$ cat config.mk
export PLATFORM = sky130hd
export DESIGN_NAME = ysyx_23060187_wbu
export DESIGN_NICKNAME = d
export VERILOG_FILES = /design/src/rtl/ysyx_23060187_wbu.sv
export SDC_FILE = /design/constraint.sdc
export NUM_CORES = 1
export LEC_CHECK = 0
export CORE_MARGIN = 1.5
export CORE_UTILIZATION = 40
export DETAILED_ROUTE_END_ITERATION = 10
export GPL_ROUTABILITY_DRIVEN = 0
export HOLD_SLACK_MARGIN = 0.02
export PLACE_DENSITY = 0.81
export SETUP_SLACK_MARGIN = 0.05
export SYNTH_ARGS = -nofsm -noshare
export SYNTH_HDL_FRONTEND = slang
export SYNTH_SLANG_ARGS = --single-unit
$ cat constraint.sdc
create_clock -name clk -period 4.3 [get_ports clk]
set_clock_uncertainty 0.1 [all_clocks]
set_input_delay 0.43 -clock clk [delete_from_list [all_inputs] [get_ports clk]]
set_output_delay 0.43 -clock clk [all_outputs]
set_load 0.01 [all_outputs]
$ cat src/rtl/ysyx_23060187_wbu.sv
// ysyx_23060187_wbu -- write-back unit.
//
// Receives one result packet at a time from the EXU over a valid/ready
// interface, performs an optional memory store over a write-address /
// write-data / write-response channel, writes the register file, and then
// signals retirement to the IFU. Single-issue: it never holds more than one
// packet and does not pipeline.
//
// Handshake rule (every channel here): a transfer happens on the rising clk
// edge where valid and ready are both 1. A valid, once raised, stays high
// with its payload stable until that edge, and drops in the following cycle.
//
// Ports:
//   clk, rst                  clock; asynchronous active-high reset
//   EXU_WBU_*                 incoming packet (valid/ready + reg and mem fields)
//   WBU_REG_wen/waddr/wdata   register-file write (1-cycle strobe)
//   WBU_MEM_aw*/w*/b*         store channel; wstrb is always 4'hf
//   WBU_IFU_valid/IFU_WBU_ready  retire handshake
//   WBU_err                   sticky bus-error flag
//
// Configuration macro: WBU_BRESP_CHECK_EN
//   defined   -> a non-OKAY bresp at the response handshake sets WBU_err,
//                which stays set until rst.
//   undefined -> bresp is ignored and WBU_err is tied to 0.
//
// FSM state is held in `state` (IDLE, MEM_REQ, MEM_RESP, COMMIT, RETIRE).
module ysyx_23060187_wbu #(
  parameter int DATA_W = 32,
  parameter int ADDR_W = 32,
  parameter int REG_AW = 5
) (
  input  logic              clk,
  input  logic              rst,
  input  logic              EXU_WBU_valid,
  output logic              WBU_EXU_ready,
  input  logic              EXU_WBU_register_wen,
  input  logic [ADDR_W-1:0] EXU_WBU_register_waddr,
  input  logic [DATA_W-1:0] EXU_WBU_register_wdata,
  input  logic              EXU_WBU_memory_wen,
  input  logic [ADDR_W-1:0] EXU_WBU_memory_waddr,
  input  logic [DATA_W-1:0] EXU_WBU_memory_wdata,
  output logic              WBU_REG_wen,
  output logic [REG_AW-1:0] WBU_REG_waddr,
  output logic [DATA_W-1:0] WBU_REG_wdata,
  output logic              WBU_MEM_awvalid,
  input  logic              WBU_MEM_awready,
  output logic [ADDR_W-1:0] WBU_MEM_awaddr,
  output logic              WBU_MEM_wvalid,
  input  logic              WBU_MEM_wready,
  output logic [DATA_W-1:0] WBU_MEM_wdata,
  output logic [3:0]        WBU_MEM_wstrb,
  input  logic              WBU_MEM_bvalid,
  output logic              WBU_MEM_bready,
  input  logic [1:0]        WBU_MEM_bresp,
  output logic              WBU_IFU_valid,
  input  logic              IFU_WBU_ready,
  output logic              WBU_err
);

  typedef enum logic [2:0] {
    S_IDLE     = 3'd0,
    S_MEM_REQ  = 3'd1,
    S_MEM_RESP = 3'd2,
    S_COMMIT   = 3'd3,
    S_RETIRE   = 3'd4
  } state_e;

  state_e state;

  // Latched packet fields.
  logic              pkt_reg_wen;
  logic [REG_AW-1:0] pkt_reg_idx;
  logic [DATA_W-1:0] pkt_reg_data;
  logic [ADDR_W-1:0] pkt_mem_addr;
  logic [DATA_W-1:0] pkt_mem_data;

  // Which of the two request handshakes has already completed.
  logic aw_done;
  logic w_done;

  logic aw_hs;
  logic w_hs;
  logic b_hs;

  assign aw_hs = WBU_MEM_awvalid & WBU_MEM_awready;
  assign w_hs  = WBU_MEM_wvalid & WBU_MEM_wready;
  assign b_hs  = WBU_MEM_bvalid & WBU_MEM_bready;

  assign WBU_REG_waddr  = pkt_reg_idx;
  assign WBU_REG_wdata  = pkt_reg_data;
  assign WBU_MEM_awaddr = pkt_mem_addr;
  assign WBU_MEM_wdata  = pkt_mem_data;
  assign WBU_MEM_wstrb  = 4'hf;

  // Upper register-address bits carry no meaning for a REG_AW-bit regfile.
  logic unused_bits;
`ifdef WBU_BRESP_CHECK_EN
  assign unused_bits = &{1'b0, EXU_WBU_register_waddr[ADDR_W-1:REG_AW]};
`else
  assign unused_bits = &{1'b0, EXU_WBU_register_waddr[ADDR_W-1:REG_AW], WBU_MEM_bresp};
`endif

  always_ff @(posedge clk or posedge rst) begin
    if (rst) begin
      state           <= S_IDLE;
      pkt_reg_wen     <= 1'b0;
      pkt_reg_idx     <= '0;
      pkt_reg_data    <= '0;
      pkt_mem_addr    <= '0;
      pkt_mem_data    <= '0;
      aw_done         <= 1'b0;
      w_done          <= 1'b0;
      WBU_EXU_ready   <= 1'b1;
      WBU_REG_wen     <= 1'b0;
      WBU_MEM_awvalid <= 1'b0;
      WBU_MEM_wvalid  <= 1'b0;
      WBU_MEM_bready  <= 1'b0;
      WBU_IFU_valid   <= 1'b0;
    end else begin
      case (state)
        S_IDLE: begin
          // WBU_EXU_ready is 1 throughout IDLE, so valid alone means a transfer.
          if (EXU_WBU_valid) begin
            pkt_reg_wen   <= EXU_WBU_register_wen;
            pkt_reg_idx   <= EXU_WBU_register_waddr[REG_AW-1:0];
            pkt_reg_data  <= EXU_WBU_register_wdata;
            pkt_mem_addr  <= EXU_WBU_memory_waddr;
            pkt_mem_data  <= EXU_WBU_memory_wdata;
            WBU_EXU_ready <= 1'b0;
            if (EXU_WBU_memory_wen) begin
              state           <= S_MEM_REQ;
              WBU_MEM_awvalid <= 1'b1;
              WBU_MEM_wvalid  <= 1'b1;
              aw_done         <= 1'b0;
              w_done          <= 1'b0;
            end else begin
              state       <= S_COMMIT;
              WBU_REG_wen <= EXU_WBU_register_wen &&
                             (EXU_WBU_register_waddr[REG_AW-1:0] != '0);
            end
          end
        end
        S_MEM_REQ: begin
          // AW and W complete independently, in either order or together.
          if (aw_hs) begin
            WBU_MEM_awvalid <= 1'b0;
            aw_done         <= 1'b1;
          end
          if (w_hs) begin
            WBU_MEM_wvalid <= 1'b0;
            w_done         <= 1'b1;
          end
          if ((aw_done || aw_hs) && (w_done || w_hs)) begin
            state          <= S_MEM_RESP;
            WBU_MEM_bready <= 1'b1;
          end
        end
        S_MEM_RESP: begin
          if (b_hs) begin
            WBU_MEM_bready <= 1'b0;
            state          <= S_COMMIT;
            WBU_REG_wen    <= pkt_reg_wen && (pkt_reg_idx != '0);
          end
        end
        S_COMMIT: begin
          WBU_REG_wen   <= 1'b0;
          WBU_IFU_valid <= 1'b1;
          state         <= S_RETIRE;
        end
        S_RETIRE: begin
          if (IFU_WBU_ready) begin
            WBU_IFU_valid <= 1'b0;
            WBU_EXU_ready <= 1'b1;
            state         <= S_IDLE;
          end
        end
        default: state <= S_IDLE;
      endcase
    end
  end

`ifdef WBU_BRESP_CHECK_EN
  // Sticky: only rst clears it; the faulting instruction still retires.
  always_ff @(posedge clk or posedge rst) begin
    if (rst) begin
      WBU_err <= 1'b0;
    end else if (state == S_MEM_RESP && b_hs && WBU_MEM_bresp != 2'b00) begin
      WBU_err <= 1'b1;
    end
  end
`else
  assign WBU_err = 1'b0;
`endif

endmodule

==> impl_metrics.py, run 1 <==
metrics = {
    "floorplan": {
        "ios": 251,
        "core_sq_mm": 0.0119,
        "die_w_um": 113,
        "rows": 40,
        "die_y_um": 113,
        "dieArea_sq_mm": 0.0128,
        "initial_core_util": 0.407,
    },
    "worst_setup_path": {
        "required_ns": 4.48,
        "arrival_ns": 2.48,
        "crit_fanout": 54,
        "r2r_end": "WBU_REG_wdata[22]$_DFFE_PP0P_",
        "ff2ff_path_depth": 5,
        "crit_type": "reg2reg",
        "start_kind": "flip-flop",
        "reg2reg_setup_slack_ns": 2.01,
        "r2r_start": "state[0]$_DFFE_PP0P_",
        "end_kind": "flip-flop",
    },
    "grt": {
        "grt-ovfl-total": 0,
        "antenna_found_initial": 0,
        "grt_max_degree": 55,
        "grt_util_all_layers": 0.185,
        "grt_pass1_wl_um": 18100,
        "grt_pass1_vias": 3448,
    },
    "timing": {
        "fin_setup_tns_ns": 0,
        "final-hold-violation-count": 0,
        "finalMaxSlewViolations": 0,
        "post-route-period-util": 0.533,
        "grt_setup_unrepaired": "false",
        "fmax_mhz": 436,
        "setup_viol": 0,
        "period_minus_slack_ns": 2.29,
        "worst_pin_slew_ns": 0.859,
        "maxSlewHeadroom": 0.427,
    },
    "placement": {
        "port_buffers": 216,
        "dp_cells": 642,
        "hpwl_um": 7850,
    },
    "detailed_routing": {
        "detail-route-antenna-nets": 0,
        "drc": 0,
        "drt_wl_total_um": 11400,
        "wl_per_cell_um": 17.0,
        "drt_iter0_drc": 146,
        "firstDrtPassIters": 4,
        "vias": 3224,
        "via_per_inst": 4.78,
    },
    "cells_and_area": {
        "syn2layout_area_growth_pct": 55.5,
        "num-fill-cells": 905,
        "final_common_cell": "clkdlybuf4s50_1",
        "drive_gt1_frac": 0.262,
        "n_antenna_cell": 0,
        "layout_common_cells": "clkdlybuf4s50_1, dfrtp_1, mux2_4",
        "layoutNonFillerInstCount": 674,
        "nets": 653,
    },
    "synth": {
        "synth_top_family_by_area": "multiplexers",
        "synth_area_sq_mm": 0.00485,
        "synthCells": 290,
        "synth-simple-area-share": 0.0317,
        "synth-xor-area-share": 0,
        "yosys_register_bits": 113,
        "ys.warnings.count": 0,
        "synth_ff_type": "dfrtp_1",
        "yosysSeqAreaShare": 0.583,
        "async_reset_ff_frac": 1.00,
        "synth_compound_area_frac": 0.0304,
        "synth-adder-area-share": 0,
        "avgSynthCellArea_sq_um": 16.7,
        "yosysUniqueCellTypes": 30,
        "muxShareOfSynthArea": 0.301,
        "synth_edf_count": 0,
    },
    "run": {
        "cap_violations": 0,
    },
    "clock_tree": {
        "cts_tree": "yes",
        "clk_latency_ns": 0.41,
        "clockRootBuffer": "clkbuf_16",
        "cts_resized": 0,
        "ctsHoldBuffers": 0,
        "clock_path_buffers": 2,
        "htreeDepth": 4,
        "cts_setup_buffers": 0,
        "clock_sinks": 113,
        "clk_pin_slew_ns": 0.05,
        "cts_made_buffers": 17,
    },
    "pwr": {
        "p_leak_uw": 0.00328,
        "vdd_drop_max_v": 0.000395,
        "power.density_mw_per_mm2": 795,
    },
    "hold_path": {
        "hp-class": "in2async",
    },
    "run_status": {
        "status": "finished clean",
    },
}
[layer usage]
metal,up-vias,share of wire,global-route usage
met2,152,0.49,0.299
met4,0,0.021,0.0758
met1,1586,0.41,0.226
met5,-,0,0
met3,22,0.072,0.0664
li1,1464,-,-
[synth_stat cells (2+ instances only)]
master,count,area (sq um)
or4_1,2,15.0
buf_12,9,180
buf_4,7,52.6
mux2_2,23,259
conb_1,2,7.51
nor2b_1,2,12.5
nor2_4,2,22.5
a21o_1,2,15.0
nor2_1,10,37.5
inv_1,3,11.3
nand2_1,6,22.5
nand3b_1,2,15.0
mux2_4,80,1200
dfrtp_1,112,2800
a31oi_1,5,31.3
a21oi_1,9,45.0
[area by class of cell]
cell class,instances,area (sq um),area share
Inverter,3,13.8,0.00182
Clock buffer,26,489,0.0649
Multi-Input combinational cell,159,1780,0.236
Tap cell,147,184,0.0244
Clock inverter,6,55.1,0.00730
Timing Repair Buffer,220,2190,0.291
Sequential cell,113,2830,0.375
[cell families after synthesis]
kind of cell / after synthesis
AND/OR/NAND/NOR: 28
flip-flops: 113
AO/OA/AOI/OAI: 23
other: 2
buffers and inverters: 21
multiplexers: 103
[state kept, by name, indices dropped and copies added (netlist names), 3 cells and up]
signal          count
WBU_REG_waddr       5
state               3
WBU_REG_wdata      32
WBU_MEM_wdata      32
WBU_MEM_awaddr     32
[worst max path at each step]
stage                                    start                       endpoint  slack (ns)
after global routing      state[0]$_DFFE_PP0P_  WBU_REG_wdata[22]$_DFFE_PP0P_        1.89
after CTS                 state[0]$_DFFE_PP0P_  WBU_REG_wdata[22]$_DFFE_PP0P_        2.01
after global placement           EXU_WBU_valid  WBU_REG_wdata[21]$_DFFE_PP0P_        1.72
after detailed placement         EXU_WBU_valid  WBU_REG_wdata[22]$_DFFE_PP0P_        1.67
after floorplan                            rst      WBU_IFU_valid$_DFFE_PP0P_        0.78
final                     state[0]$_DFFE_PP0P_  WBU_REG_wdata[22]$_DFFE_PP0P_        2.01
[power by group]
part	internal, uW	switching (uW)
clock network	833	449
registers	1610	346
logic	1810	954
[per-stage QoR]
step                      hold WS [ns]  cell area [sq um]  setup slack (ns)  utilization  power, uW
after detailed placement         0.392               7000              1.67        0.588       4720
final                            0.377               7540              2.01        0.633       6000
after global placement           0.389               7000              1.72        0.588       4650
after CTS                        0.386               7540              2.01        0.633       6070
after floorplan                  0.382               4860             0.784            -       3490
after global routing             0.415               7540              1.89        0.633       6320
[critical path: stages, from the launching register on]
cell	delay [ns]
dfrtp_1	0.54
nor2_4	0.24
nand2_4	0.07
nor2_4	0.09
buf_4	0.65
mux2_2	0.42
Power figures use the tool's default switching activity.
==> run 2: changes to the inputs <==
==> constraint.sdc (replaced) <==
create_clock -name clk -period 2.35 [get_ports clk]
set_clock_uncertainty 0.1 [all_clocks]
set_input_delay 0.235 -clock clk [delete_from_list [all_inputs] [get_ports clk]]
set_output_delay 0.235 -clock clk [all_outputs]
set_load 0.01 [all_outputs]
==> run 2 against run 1 <==
Net effect:
- utilization up 0.79 points
- first-iteration DRC count shrank 23%
- total power rose by 87%
- global-route usage rose by 0.16 points
- worst hold slack worse by 0.13 ns
- largest cell class unchanged
- highest routed layer unchanged
==> impl_metrics.py, run 2 (synthesis results as in run 1) <==
metrics = {
    "detailed_routing": {
        "detail-route-antenna-nets": 0,
        "vias": 3238,
        "drt_wl_total_um": 11500,
        "drt_iter0_drc": 113,
        "wl_per_cell_um": 17.0,
        "firstDrtPassIters": 4,
        "drc": 0,
        "via_per_inst": 4.80,
    },
    "cells_and_area": {
        "nets": 654,
        "layout_common_cells": "clkdlybuf4s50_1, dfrtp_1, mux2_4",
        "drive_gt1_frac": 0.273,
        "syn2layout_area_growth_pct": 57.4,
        "final_common_cell": "clkdlybuf4s50_1",
        "n_antenna_cell": 0,
    },
    "floorplan": {
        "initial_core_util": 0.407,
        "ios": 251,
        "rows": 40,
        "dieArea_sq_mm": 0.0128,
        "die_y_um": 113,
        "die_w_um": 113,
        "core_sq_mm": 0.0119,
    },
    "timing": {
        "period_minus_slack_ns": 1.89,
        "post-route-period-util": 0.803,
        "fmax_mhz": 530,
        "setup_viol": 0,
        "maxSlewHeadroom": 0.590,
        "fin_setup_tns_ns": 0,
        "finalMaxSlewViolations": 0,
        "fin_ws_ns": 0.462,
        "worst_pin_slew_ns": 0.614,
        "grt_setup_unrepaired": "false",
        "final-hold-violation-count": 0,
    },
    "run": {
        "cap_violations": 0,
    },
    "grt": {
        "busiest_layer": "met2",
        "grt_pass1_wl_um": 18200,
        "use_met2": 0.305,
        "grt-ovfl-total": 0,
        "grt_use_met3": 0.0659,
        "grt_util_met1": 0.223,
        "grt_util_all_layers": 0.186,
        "antenna_found_initial": 0,
        "grt_max_degree": 114,
        "grt_pass1_vias": 3477,
    },
    "clock_tree": {
        "clock_sinks": 113,
        "clock_path_buffers": 2,
        "htreeDepth": 4,
        "cts_resized": 0,
        "clk_pin_slew_ns": 0.05,
        "cts_tree": "yes",
        "cts_made_buffers": 17,
        "clk_latency_ns": 0.41,
        "ctsHoldBuffers": 0,
        "cts_setup_buffers": 0,
        "clockRootBuffer": "clkbuf_16",
    },
    "worst_setup_path": {
        "slowest_stage": "dfrtp_1",
        "end_kind": "flip-flop",
        "crit_family": "flip-flops",
        "arrival_ns": 2.08,
        "cp_slowest_stage_delay_ns": 0.47,
        "crit_type": "reg2reg",
        "path_common_cell": "nor2_4",
        "start_kind": "flip-flop",
        "worst-path-buf-inv": 1,
        "crit_fanout": 57,
        "path_cells": "nor2_4 -> nand2_4 -> nor2_4 -> buf_12 -> mux2_2",
        "required_ns": 2.54,
    },
    "pwr": {
        "vdd_drop_max_v": 0.000756,
        "p_leak_uw": 0.00330,
        "power.density_mw_per_mm2": 1470,
    },
    "placement": {
        "hpwl_um": 7950,
        "port_buffers": 216,
        "pre_cts_ws_ns": 0.352,
    },
    "hold_path": {
        "hp-class": "in2async",
    },
    "run_status": {
        "status": "finished clean",
    },
}
[run 2: cell count changes in the layout (fill, tap and decap cells not counted)]
cell	previous run	this run
bufinv_16	1	2
clkinvlp_4	0	4
clkbuf_8	3	4
clkbuf_1	6	1
buf_12	0	3
inv_4	1	0
buf_4	4	2
[run 2: per-stage QoR]
step / util / power (uW) / cells / area [sq um] / hold slack, ns
after floorplan: - / 6390 / 293 / 4870 / 0.283
after global placement: 0.591 / 8550 / 643 / 7050 / 0.390
after detailed placement: 0.591 / 8690 / 643 / 7050 / 0.392
after CTS: 0.641 / 11300 / 675 / 7640 / 0.291
final: 0.641 / 11200 / 675 / 7640 / 0.247
after global routing: 0.641 / 11800 / 675 / 7640 / 0.323
[run 2: power by group]
part / switching [uW] / internal, uW / total (uW)
Clock: 873 / 1660 / 2530
Sequential: 611 / 2940 / 3560
Combinational: 1770 / 3330 / 5100
Total: 3250 / 7940 / 11200
[run 2: cell type report]
cell class	instances	area [sq um]
fillers	901	4270
flip-flops and latches	113	2830
repair buffers	221	2240
multi-input cells	159	1780
clock buffers	22	484
well taps	147	184
clock inverters	10	108
inverters	3	15.0
[run 2: tightest hold or removal path, cell delays in order]
cell	delay (ns)
clkdlybuf4s50_1	0.44
clkinvlp_4	0.10
buf_12	0.44
[run 2: per-layer routing]
metal	up-vias	wire length, um
met1	1608	4570
met4	0	283
met5	-	0
li1	1465	-
met2	142	5800
met3	23	853
[run 2: path summary, 6_finish.rpt]
check / startpoint / end / slack, ns / cells past startpoint
worst max-delay path: state[1]$_DFFE_PP0P_ / WBU_REG_wdata[17]$_DFFE_PP0P_ / 0.46 / 5
worst min-delay path: rst / WBU_MEM_wdata[23]$_DFFE_PP0P_ / 0.25 / 3
worst max register to register: state[1]$_DFFE_PP0P_ / WBU_REG_wdata[17]$_DFFE_PP0P_ / 0.46 / 5
worst min register to register: WBU_REG_wdata[23]$_DFFE_PP0P_ / WBU_REG_wdata[23]$_DFFE_PP0P_ / 0.40 / 1
max in group asynchronous: rst / WBU_REG_wdata[28]$_DFFE_PP0P_ / 1.41 / 3
min in group clk: EXU_WBU_memory_wdata[17] / WBU_MEM_wdata[17]$_DFFE_PP0P_ / 0.34 / 2
==> RTL change 1, RTL diff (settings of run 2) <==
The 5 states of `state_e` get a one-hot encoding in 5 bits.
--- a/src/rtl/ysyx_23060187_wbu.sv
+++ b/src/rtl/ysyx_23060187_wbu.sv
@@ -58,10 +58,10 @@
 );
 
-  typedef enum logic [2:0] {
-    S_IDLE     = 3'd0,
-    S_MEM_REQ  = 3'd1,
-    S_MEM_RESP = 3'd2,
-    S_COMMIT   = 3'd3,
-    S_RETIRE   = 3'd4
+  typedef enum logic [4:0] {
+    S_IDLE     = 5'b00001,
+    S_MEM_REQ  = 5'b00010,
+    S_MEM_RESP = 5'b00100,
+    S_COMMIT   = 5'b01000,
+    S_RETIRE   = 5'b10000
   } state_e;
 
Behaviour: no difference found for any inputs over 4 cycles, from zero or initial values and one cycle with rst high; so few cycles prove little.
==> RTL change 1 against run 2 <==
- worst setup slack improved by 59 ps
- combinational power fell by 16%
- sequential share of layout area rose by 1.1 points
- global-route usage rose by 2.2 points
- total power fell by 6.0%
- sequential cell count rose by 2
- count of clock-buffer cells in the layout rose by 2
- cell area fell by 1.1%
- synthesized area fell by 4.8%
- wire length rose by 7.3%
- critical endpoint is now WBU_MEM_awvalid$_DFFE_PP0P_
- largest power group unchanged
==> RTL change 1: results (changes against run 2) <==
outcome finished, final reports clean (unchanged); post-synthesis xor/xnor area fraction 0.190% (was 0%); post-synthesis cell type count 32 (was 30); leakage power 3.64 nW (was 3.30 nW); layout cell share with drive strength beyond 1 5.91% (was 27.3%); CP arrival 2060 ps (was 2080 ps); Sw Share 32.7% (was 29.1%); complex-gate fraction of the synthesized area 3.88% (was 3.04%); CP top delay family simple AND/OR/NAND/NOR gates (was flip-flops); first-pass GRT wire length 20600 um (was 18200 um); hpwl dp 8480 um (was 7950 um); vias in the first global route 4325 (was 3477); GRT Util Overall 20.9% (was 18.6%); Starting DRT DRC Count 188 (was 113); synth cell count leaders 316 x nand2_1, 113 x dfrtp_1, 15 x buf_2, 9 x a21oi_1, 7 x o21ai_0 (was 112 x dfrtp_1, 80 x mux2_4, 23 x mux2_2, 10 x nor2_1); Clock Path Buffers 2 (unchanged); sequential-to-total area share from yosys stat 62.4% (was 58.3%); Area contributors post-synth dfrtp_1 61%, nand2_1 26%, buf_2 1.6% (was dfrtp_1 58%, mux2_4 25%, mux2_2 5.3%); CP max stage cell dfstp_2 (was dfrtp_1); met2 GRT Util 34.7% (was 30.5%); Worst R2R End WBU_MEM_awvalid$_DFFE_PP0P_ (was WBU_REG_wdata[17]$_DFFE_PP0P_); Reg2Reg Setup Slack 520 ps (was 460 ps); slowest stage delay, CP 570 ps (was 470 ps); fill cell count 903 (was 901); main combinational cell family by area after synthesis simple AND/OR/NAND/NOR gates (was multiplexers); maximum VDD drop 720 uV (was 756 uV); met1 GRT Util 24.7% (was 22.3%); worst relative slew slack 60.3% (was 59.0%); Hold/Removal Path Class in -> reg (was in -> async); GRT met3 Usage 7.24% (was 6.59%); Setup Slack @ Placement 342 ps (was 352 ps); wire length per cell 13.9 um (was 17.0 um); r2r startpoint state[0]$_DFFE_PP1P_ (was state[1]$_DFFE_PP0P_); R2R cell count 4 (was 5); Worst-path clk slew 50 ps (about the same)
## RTL change 1: cell type report
class                   count  area (um^2)  area share [%]
flip-flops and latches    115         2880            38.2
well taps                 143          179            2.37
inverters                   3         15.0           0.199
clock inverters             8          145            1.92
multi-input cells         374         1570            20.8
repair buffers            221         2250            29.8
clock buffers              24          512            6.78
## RTL change 1: stage by stage
step | hold slack (ps) | cells | instance area, um^2
detailed placement | 361 | 856 | 6890
finish | 258 | 888 | 7550
floorplan | 221 | 522 | 4630
global route | 257 | 888 | 7550
CTS | 240 | 888 | 7550
global placement | 356 | 856 | 6890
## RTL change 1: worst max-delay path by stage
stage	startpoint	to
final	state[0]$_DFFE_PP1P_	WBU_MEM_awvalid$_DFFE_PP0P_
after global routing	state[0]$_DFFE_PP1P_	WBU_MEM_wdata[19]$_DFFE_PP0P_
after CTS	state[0]$_DFFE_PP1P_	WBU_MEM_awvalid$_DFFE_PP0P_
after detailed placement	EXU_WBU_register_waddr[0]	WBU_REG_wen$_DFFE_PP0P_
after global placement	EXU_WBU_register_waddr[0]	WBU_REG_wen$_DFFE_PP0P_
after floorplan	rst	WBU_IFU_valid$_DFFE_PP0P_
## RTL change 1: power by group through the flow
stage / Clock [mW] / Combinational [mW] / Sequential (mW)
after floorplan: 0 / 1.53 / 3.83
after global placement: 0 / 4.17 / 3.42
after detailed placement: 0 / 4.30 / 3.49
after CTS: 2.84 / 4.33 / 3.48
after global routing: 2.93 / 4.67 / 3.59
final: 2.79 / 4.26 / 3.47
## RTL change 1: metal layers
layer	share of wire, %	wire, um
met1	41	5110
met2	49	6030
met3	7.2	887
met4	2.6	323
met5	0	0
## RTL change 1: worst register-to-register path, stage by stage (launching register included)
cell and delay [ps]:
dfstp_2 570, nor2b_1 360, and3_4 280, buf_12 240, a22o_1 210
==> RTL change 2, RTL diff (flow settings as in run 2) <==
Made on the original files. Set the parameter `ADDR_W` to 16 (it was 32).
--- a/src/rtl/ysyx_23060187_wbu.sv
+++ b/src/rtl/ysyx_23060187_wbu.sv
@@ -27,5 +27,5 @@
 module ysyx_23060187_wbu #(
   parameter int DATA_W = 32,
-  parameter int ADDR_W = 32,
+  parameter int ADDR_W = 16,
   parameter int REG_AW = 5
 ) (
Interface: changed (resized EXU_WBU_memory_waddr, EXU_WBU_register_waddr and WBU_MEM_awaddr); port bits go from 251 to 203. The function was not compared with the original's and may differ.
==> RTL change 2 against run 2 <==
- worst hold slack lost 8.9 ps
- critical path depth shrank 1
- wire length decreased by 24%
- total power is 30% lower
- non-clock buffer count decreased by 30
- clock power shrank 57%
- worst setup slack gained 12 ps
- final cell count is 14% lower
- sequential share of layout area up 3.2 points
- cell area decreased by 21%
- sequential cell count down 16
- synthesized area down 21%
- critical path type unchanged
- largest cell class unchanged
==> RTL change 2: results (changes against run 2) <==
slowest stage delay, CP 510 ps (was 470 ps); total wire length 8730 um (was 11500 um); Worst-path clk slew 90 ps (was 50 ps); post-synthesis cell type count 29 (was 30); Nets 551 (was 654); largest net degree at the start of global routing 67 (was 114); CP Capture Point WBU_REG_wdata[20]$_DFFE_PP0P_ (was WBU_REG_wdata[17]$_DFFE_PP0P_); post-route met1 wirelength 3410 um (was 4570 um); Worst R2R End WBU_REG_wdata[20]$_DFFE_PP0P_ (was WBU_REG_wdata[17]$_DFFE_PP0P_); Area contributors post-synth dfrtp_1 63%, mux2_2 17%, mux2_1 8.5% (was dfrtp_1 58%, mux2_4 25%, mux2_2 5.3%); GRT Util Overall 17.4% (was 18.6%); synth cell count leaders 96 x dfrtp_1, 58 x mux2_2, 29 x mux2_1, 12 x nor2_1, 9 x a21oi_1 (was 112 x dfrtp_1, 80 x mux2_4, 23 x mux2_2, 10 x nor2_1); sequential-to-total area share from yosys stat 63.2% (was 58.3%); hpwl dp 6570 um (was 7950 um); outcome finished, final reports clean (unchanged); met2 wire len 4370 um (was 5800 um); met3 routed WL 787 um (was 853 um); met2 GRT Util 29.8% (was 30.5%); Clk power 1.08 mW (was 2.53 mW); dpl cells 562 (was 643); Starting DRT DRC Count 76 (was 113); CP Max Fanout 23 (was 57); CTS Buf Count 9 (was 17); maximum VDD drop 645 uV (was 756 uV); final hold slack 238 ps (was 247 ps); vias in the first global route 2920 (was 3477); mean post-synth cell area 14.9 um^2 (was 16.7 um^2); Sw Share 30.7% (was 29.1%); via count 2725 (was 3238); GRT met3 Usage 6.52% (was 6.59%); layout cell share with drive strength beyond 1 18.3% (was 27.3%); Logic pwr share 48.0% (was 45.6%); first-pass GRT wire length 13800 um (was 18200 um)
[RTL change 2: changes by cell type after synthesis, moves of 2 or more]
cell	delta
a31oi_1	-4
dfrtp_1	-16
mux2_1	+29
nor2_1	+2
buf_12	-9
buf_2	+7
mux2_2	+35
nor2_4	-2
buf_6	+3
o22a_1	+2
mux2_4	-80
[RTL change 2: final cells by class]
cell class,instances,area [um^2]
clock buffer,12,145
clock inverter,4,52.6
fill,744,3250
inverter,3,15.0
multi-input combinational,142,1290
sequential,97,2430
tap,129,161
timing repair buffer,191,1940
[RTL change 2: kinds of logic after synthesis]
kind of cell	count (synthesis)	synth area share [%]
flops	97	63.2
mux	87	25.5
simple gates	29	4.07
compound gates	21	3.49
buf+inv	21	3.49
other cells	2	0.196
[RTL change 2: metrics by stage]
| step | utilization, % | power, mW |
|---|---|---|
| after CTS | 65.0 | 7.93 |
| after detailed placement | 62.9 | 6.83 |
| after floorplan | - | 4.73 |
| after global routing | 65.0 | 8.32 |
| after global placement | 62.9 | 6.70 |
| final | 65.0 | 7.81 |
